`config.mk`:
```
export PLATFORM = sky130hd
export DESIGN_NAME = aes192_dec_key_buffer
export DESIGN_NICKNAME = d
export VERILOG_FILES = /design/src/rtl/aes192_dec_key_buffer.sv
export SDC_FILE = /design/constraint.sdc
export NUM_CORES = 2
export LEC_CHECK = 0
export BUFFER_PORTS_ARGS = -buffer_cell sky130_fd_sc_hd__buf_2
export CORE_MARGIN = 8
export CORE_UTILIZATION = 50
export DETAILED_ROUTE_END_ITERATION = 7
export PLACE_DENSITY = 0.7
export SLEW_MARGIN = 30
export SYNTH_ARGS = -nofsm -noshare
export SYNTH_HDL_FRONTEND = slang
export SYNTH_SLANG_ARGS = --single-unit
```
`constraint.sdc`:
```
create_clock -name clk -period 28.6 [get_ports clk]
set_clock_uncertainty 0.15 [all_clocks]
set_input_delay 1.43 -clock clk [delete_from_list [all_inputs] [get_ports clk]]
set_output_delay 1.43 -clock clk [all_outputs]
set_load 0.005 [all_outputs]
```
`src/rtl/aes192_dec_key_buffer.sv`:
```
// Captures the NR+1 forward-expanded round keys and replays them in reverse round
// order over valid/ready. Define AES192_DEC_INVMIX_EN to emit equivalent-inverse-cipher keys.
module aes192_dec_key_buffer #(
  parameter int NR = 12,
  parameter int KW = 128
) (
  input  logic          clk,
  input  logic          reset,
  input  logic          load_start,
  input  logic          in_valid,
  input  logic [KW-1:0] in_key,
  input  logic          dec_start,
  input  logic          out_ready,
  output logic          out_valid,
  output logic [KW-1:0] out_key,
  output logic [3:0]    out_round,
  output logic          out_last,
  output logic          key_loaded,
  output logic          busy
);

  typedef enum logic [1:0] {IDLE, LOAD, READY, SERVE} state_t;

  localparam logic [3:0] NR_IDX = 4'(NR);

  state_t          state_q, state_d;
  logic [3:0]      wr_ptr_q, wr_ptr_d;
  logic [3:0]      rd_ptr_q, rd_ptr_d;
  logic            out_valid_d, key_loaded_d;
  logic [KW-1:0]   out_key_d;
  logic [3:0]      out_round_d;
  logic            mem_we;
  logic [3:0]      mem_addr;
  logic [3:0]      rd_idx;
  logic [KW-1:0]   rd_key;
  logic [KW-1:0]   key_mem [NR+1];

`ifdef AES192_DEC_INVMIX_EN
  function automatic logic [7:0] xtime(input logic [7:0] b);
    return {b[6:0], 1'b0} ^ (b[7] ? 8'h1b : 8'h00);
  endfunction

  function automatic logic [7:0] gmul(input logic [7:0] b, input logic [3:0] c);
    logic [7:0] p, x;
    p = '0;
    x = b;
    for (int i = 0; i < 4; i++) begin
      if (c[i]) p ^= x;
      x = xtime(x);
    end
    return p;
  endfunction

  function automatic logic [31:0] inv_mix_col(input logic [31:0] a);
    logic [7:0] a0, a1, a2, a3;
    {a0, a1, a2, a3} = a;
    return {gmul(a0, 4'he) ^ gmul(a1, 4'hb) ^ gmul(a2, 4'hd) ^ gmul(a3, 4'h9),
            gmul(a0, 4'h9) ^ gmul(a1, 4'he) ^ gmul(a2, 4'hb) ^ gmul(a3, 4'hd),
            gmul(a0, 4'hd) ^ gmul(a1, 4'h9) ^ gmul(a2, 4'he) ^ gmul(a3, 4'hb),
            gmul(a0, 4'hb) ^ gmul(a1, 4'hd) ^ gmul(a2, 4'h9) ^ gmul(a3, 4'he)};
  endfunction

  function automatic logic [KW-1:0] inv_mix_key(input logic [KW-1:0] k);
    logic [KW-1:0] r;
    r = k;
    for (int c = 0; c < KW / 32; c++) r[KW-1-32*c -: 32] = inv_mix_col(k[KW-1-32*c -: 32]);
    return r;
  endfunction
`endif

  // Key to present next: key[NR] when starting a replay, otherwise the one below rd_ptr.
  assign rd_idx = (state_q == SERVE && rd_ptr_q != 4'd0) ? rd_ptr_q - 4'd1 : NR_IDX;

  always_comb begin
    rd_key = key_mem[rd_idx];
`ifdef AES192_DEC_INVMIX_EN
    if (rd_idx != 4'd0 && rd_idx != NR_IDX) rd_key = inv_mix_key(key_mem[rd_idx]);
`endif
  end

  // NOTE: every output of this block gets a default first, so no path leaves one unassigned and no latch is inferred.
  always_comb begin
    state_d      = state_q;
    wr_ptr_d     = wr_ptr_q;
    rd_ptr_d     = rd_ptr_q;
    out_valid_d  = out_valid;
    out_key_d    = out_key;
    out_round_d  = out_round;
    key_loaded_d = key_loaded;
    mem_we       = 1'b0;
    mem_addr     = wr_ptr_q;

    if (load_start) begin
      state_d      = LOAD;
      key_loaded_d = 1'b0;
      out_valid_d  = 1'b0;
      mem_we       = in_valid;
      mem_addr     = 4'd0;
      wr_ptr_d     = in_valid ? 4'd1 : 4'd0;
    end else begin
      case (state_q)
        LOAD: begin
          if (in_valid) begin
            mem_we   = 1'b1;
            wr_ptr_d = wr_ptr_q + 4'd1;
            if (wr_ptr_q == NR_IDX) begin
              state_d      = READY;
              key_loaded_d = 1'b1;
            end
          end
        end
        READY: begin
          if (dec_start) begin
            state_d     = SERVE;
            out_valid_d = 1'b1;
            out_key_d   = rd_key;
            out_round_d = rd_idx;
            rd_ptr_d    = NR_IDX;
          end
        end
        SERVE: begin
          if (out_valid && out_ready) begin
            if (rd_ptr_q != 4'd0) begin
              rd_ptr_d    = rd_ptr_q - 4'd1;
              out_key_d   = rd_key;
              out_round_d = rd_idx;
            end else begin
              out_valid_d = 1'b0;
              state_d     = READY;
            end
          end
        end
        default: ;
      endcase
    end
  end

  // NOTE: sequential state uses non-blocking assignment so all registers update together at the edge.
  always_ff @(posedge clk or negedge reset) begin
    if (!reset) begin
      state_q    <= IDLE;
      wr_ptr_q   <= '0;
      rd_ptr_q   <= '0;
      out_valid  <= 1'b0;
      out_key    <= '0;
      out_round  <= '0;
      key_loaded <= 1'b0;
    end else begin
      state_q    <= state_d;
      wr_ptr_q   <= wr_ptr_d;
      rd_ptr_q   <= rd_ptr_d;
      out_valid  <= out_valid_d;
      out_key    <= out_key_d;
      out_round  <= out_round_d;
      key_loaded <= key_loaded_d;
    end
  end

  // NOTE: key storage has no reset; key_loaded gates its use, so it can map to plain RAM.
  always_ff @(posedge clk) begin
    if (mem_we) key_mem[mem_addr] <= in_key;
  end

  assign out_last = out_valid && (out_round == 4'd0);
  assign busy     = (state_q == LOAD) || (state_q == SERVE);

endmodule

```
Word level (Yosys, flattened, before mapping)
Memories as Yosys holds them, arrays and structs flattened.
Index checks and enable logic that the tools add are counted.

cells by class
  add/subtract/negate cells = 2
  multipliers = 0
  div/mod/pow operators = 0
  order comparisons = 0
  eq/ne operators = 12
  shifts and indexed selects = 0
  multiplexer cells = 39
  bitwise gates (word level) = 1
  reductions and logical operators = 17

operator list
  operator                                                                 number
  128-bit 2-to-1 mux                                                       3
  128-bit one-hot mux with 2 select lines                                  1
  4-bit 2-to-1 mux                                                         11
  4-bit one-hot mux with 2 select lines                                    2
  1-bit 2-to-1 mux                                                         14
  2-bit 2-to-1 mux                                                         6
  3-bit inequality test, second input constant                             4
  2-bit nonzero test                                                       4
  4-bit nonzero test                                                       2
  2-bit one-hot mux with 3 select lines                                    1
  6-bit AND reduction                                                      1
  5-bit AND reduction                                                      1
  4-bit by 1-bit adder with 4-bit output, second input constant            1
  2-bit == test, second input constant                                     2
  4-bit == test, second input constant                                     1
  4-bit logical NOT                                                        1
  2-bit by 1-bit inequality test with 1-bit output, second input constant  2
  4-bit AND reduction                                                      1
  4-bit by 1-bit subtractor with 4-bit output, second input constant       1
  1-bit logical AND                                                        3
  3-bit by 2-bit inequality test with 1-bit output, second input constant  1
  3-bit AND reduction                                                      1
  3-bit nonzero test                                                       1
  2-bit by 1-bit == test with 1-bit output, second input constant          1
  5 further kinds                                                          5

storage, ports and cells
  flip-flop bits (word level) = 144
  bits in latches = 0
  bits in writable memories = 1664
  ROM bits = 0
  output and inout bits = 136
  word-level logic and storage cells = 79
  memories = 1

memory list
  memory   words  bits a word  read ports  clocked after Yosys merged registers in  wr ports  RTL line  source
  key_mem  13     128          1           0                                        1         36        logic [KW-1:0] key_mem [NR+1];

Depth between registers and ports, before layout
An unclocked memory read counts as a cell.

  depth in word-level cells = 7
  mapped depth = 11
  depth with buffers taken out = 7

Worst setup path before layout
OpenSTA, ideal clock, no wires.

  path type = input -> register
  start point = input port in_valid
  end point = memory key_mem[1][0] (enable)
  arrival = 14.937 ns
  slack = 12.539 ns
  stages = 4
  buffers on the path = 1
  cell sequence = and2_1 -> clkbuf_1 -> nand2_1 -> nor4b_1

between the ends
  word-level cells in the longest chain between the ends = 5

RTL lines
  what                                      RTL line  source
  start, declared                           10        input logic in_valid,
  1-bit 2-to-1 mux                          103       if (in_valid) begin
  1-bit 2-to-1 mux                          101       case (state_q)
  1-bit 2-to-1 mux *                        93        if (load_start) begin
  1-bit 2-to-1 mux *                        161       if (mem_we) key_mem[mem_addr] <= in_key;
  1-bit 2-to-1 mux (not written as such) *  161
  end, declared                             36

Mark *: on every way between the ends. The rest lies on a longest branch, timed or not.

Worst setup path after layout
  start point = register rd_ptr_q[0]
  end point = register out_key[109]

between the ends
  word-level cells in the longest chain between the ends = 7
  elaborated cells on any way between the ends = 11

RTL lines
  what                                                         RTL line  source
  start, declared                                              28        logic [3:0] rd_ptr_q, rd_ptr_d;
  start signal, assigned                                       151       rd_ptr_q <= rd_ptr_d;
  branches (longest 7 deep; another with memory 13 x 128 bit)  -
  end signal, assigned                                         153       out_key <= out_key_d;
  end, declared                                                15        output logic [KW-1:0] out_key,

Several ways; the timed one is not identified. The select of a mux whose other input is x is not followed.
A chain may end at the register's enable or synchronous reset.

==> impl_metrics.tcl <==
set metrics [dict create \
    final_layout_size_suffix_gt1_frac 0.193 \
    tritoncts "yes" \
    async_reset_ff_frac 0.0796 \
    final_hold_viol_count 0 \
    die_w_um 396 \
    rsz0062_at_grt "no" \
    rows 139 \
    cts.sinks 1808 \
    hold_path.class "reg2reg" \
    cts-root-buf "clkbuf_16" \
    ys_top_cells_by_area "edfxtp_1, dfrtp_1, o211ai_1, mux2i_1, a221oi_2" \
    synth.distinct_cells 58 \
    fin_area_sq_um 81300 \
    avgSynthCellArea_sq_um 16.3 \
    syn-cell-area_sq_um 72200 \
    htree_num_levels 4 \
    gp_congestion 0.753 \
    grt_antenna_before_repair 44 \
    syn-num-nets 4568 \
    grt_max_degree 165 \
    yosysTopAreaCellShare 0.692 \
    min_period_ns 4.66 \
    finalWirelength_um 191000 \
    synthXorXnorAreaFrac 0.000364 \
    finish.utilization 0.567 \
    path_max_fanout 89 \
    routed_via_density 6.34 \
    yosysTopAreaCell "edfxtp_1" \
    finalMaxSlewViolations 0 \
    p_per_area_nw_per_um2 88.7 \
    placed_cell_area_sq_um 75300 \
    grt_pass1_vias 42700 \
    postCtsHoldBufs 0 \
    leakage_nw 28.7 \
    finalSetupTns_ns 0 \
    critPathLaunchType "flip-flop" \
    nFillCells 10900 \
    synth_top_family_by_area "compound AO/OA/AOI/OAI gates" \
    timing.fmax_mhz 215 \
    ant_nets 0 \
    worstSetupPathType "reg2reg" \
    first_iter_violations 4350 \
    synthAdderAreaFrac 0.00104 \
    grtUsageTotal 0.237 \
    place_hpwl_um 93600 \
    required_ns 29.08 \
    numCtsBuffers 177 \
    grt_pass1_wl_um 282000 \
    ys_seq_area_frac 0.742 \
    slew_headroom 0.200 \
    hold_ws_ns 0.333 \
    insertion_delay_ns 0.80 \
    dieHeight_um 396 \
    syn_inst 4428 \
    nNetsFinal 4765 \
    drc 0 \
    start_util 0.503 \
    io_pins 270 \
    ys_warn_count 0 \
    power_frac_comb 0.248 \
    fp.dieArea_sq_um 157000 \
    internal_power_mw 4.94 \
    wl_per_cell_um 28.6 \
    worstPathArrival_ns 5.15 \
    peakVddDrop_mv 0.110 \
    synth_compound_area_frac 0.139 \
    cts_setup_buffers 0 \
    coreArea_sq_um 143000 \
    synth_edf_count 1664 \
    ys_ff_latch 1808 \
    period_share 0.163 \
    status "finished clean" \
    post_cts_resized 0 \
    synth.mux.area_fraction 0.0555 \
    synth_ff_type "edfxtp_1" \
    p_sw_frac 0.315 \
    first_pass_iters 5 \
    p_sw_mw 2.27 \
    setup-violations-final 0 \
    maxCapViolCount 0 \
    clk_path_buf_depth 3 \
    synth-simple-area-share 0.0247 \
    area_growth_pct 12.6 \
    vias 42500 \
    p_clk_frac 0.323 \
    clk_pin_slew_ns 0.06 \
    seq_power_share 0.429 \
    placement.io_buffers 269 \
    worst-slew-pin-transition_ns 1.20 \
    grt_overflow 0 \
    worstSetupEndpointType "flip-flop" \
]
==> power by group through the flow <==
stage                     clock network (mW)  registers [mW]  logic (mW)
after floorplan                            0            3.14        1.20
after global placement                     0            3.15        1.74
after detailed placement                   0            3.15        1.77
after CTS                               2.36            3.10        1.78
after global routing                    2.46            3.11        1.91
final                                   2.33            3.10        1.79
==> cell usage after synthesis, types with 2 or more instances <==
cell type and count:
nand4_1 3, buf_2 127, buf_8 8, mux2i_1 253, o221ai_1 98, nand2_1 393
mux2_2 130, a211oi_1 2, edfxtp_1 1664, buf_4 20, o211ai_1 379, o21ai_0 132
nor2b_1 2, o311ai_0 2, a221o_1 2, o31ai_1 2, inv_1 259, o311ai_1 2
buf_6 8, o2bb2ai_1 127, nand3b_1 2, a32oi_1 126, nand3_1 4, ha_1 6
or3_1 2, buf_1 12, a221oi_1 27, a21oi_1 6, nor3_1 4, a41oi_1 2
a221oi_2 101, o2111ai_1 126, nor2_1 28, xor2_1 3, clkbuf_1 169, and2_1 2
dfrtp_1 144, o21a_1 2, nand2b_1 3, o221ai_2 28
==> per-layer routing <==
layer	part of all wire	vias to the layer above	wire, um	GRT usage
met1	0.39	21900	75100	0.311
met3	0.085	388	16300	0.0472
met4	0.030	24	5770	0.0794
met2	0.49	1942	94100	0.398
met5	0.00082	-	157	0
li1	-	18200	-	-
==> cell type report <==
cell class / instances / area (sq um) / share of cell area
clock buffer: 253 / 4990 / 0.0613
multi-input combinational: 2015 / 16100 / 0.199
antenna: 15 / 37.5 / 0.000462
tap: 1903 / 2380 / 0.0293
clock inverter: 81 / 851 / 0.0105
sequential: 1808 / 53600 / 0.659
timing repair buffer: 363 / 2350 / 0.0289
inverter: 260 / 976 / 0.0120
==> registers in the layout (all words and copies together), names as in the netlist <==
name,cells
key_loaded,1
out_valid,1
wr_ptr_q,4
out_round,4
out_key,128
rd_ptr_q,4
state_q,2
key_mem,1664
==> per-stage QoR <==
stage / cells / total power, mW / worst slack (ns)
2_1_floorplan: 4428 / 4.34 / 12.54
3_3_place_gp: 6342 / 4.89 / 23.78
3_5_place_dp: 6346 / 4.92 / 23.76
4_1_cts: 6680 / 7.24 / 23.75
5_1_grt: 6688 / 7.47 / 23.69
6_report: 6698 / 7.21 / 23.94
==> cells by family (layout without fill, tap and decap cells) <==
family / after synthesis / after routing
AO/OA/AOI/OAI: 1171 / 1171
AND/OR/NAND/NOR: 451 / 451
other: 0 / 15
XOR/XNOR: 3 / 3
flip-flops: 1808 / 1808
multiplexers: 384 / 384
buffers and inverters: 605 / 957
adder cells (fa/ha/maj): 6 / 6
==> layout by cell type (no fill, tap or decap), types with 127 or more instances in the layout <==
cell type	Yosys	routed
buf_2	127	268
clkbuf_16	0	179
dfrtp_1	144	144
edfxtp_1	1664	1664
inv_1	259	259
mux2_2	130	130
mux2i_1	253	253
nand2_1	393	392
o211ai_1	379	379
o21ai_0	132	131
o2bb2ai_1	127	127
==> critical path: stages, from the launching register on <==
cell and delay (ns):
dfrtp_1 0.51, inv_1 0.09, ha_1 0.49, or3_4 0.78
buf_6 0.65, buf_4 0.90, o2111ai_1 0.25, a32oi_1 0.33
o221ai_1 0.17
==> final timing paths <==
| kind | startpoint | endpoint | slack, ns | cells after the start |
|---|---|---|---|---|
| max | rd_ptr_q[0] | out_key[109] | 23.94 | 8 |
| min | out_key[19] | out_key[19] | 0.33 | 2 |
| max reg2reg | rd_ptr_q[0] | out_key[109] | 23.94 | 8 |
| min reg2reg | out_key[19] | out_key[19] | 0.33 | 2 |
| max in group asynchronous | reset | out_key[73] | 25.71 | 3 |
| min in group asynchronous | reset | out_key[4] | 0.52 | 1 |
Note: power is estimated with default switching activity, not from simulation.
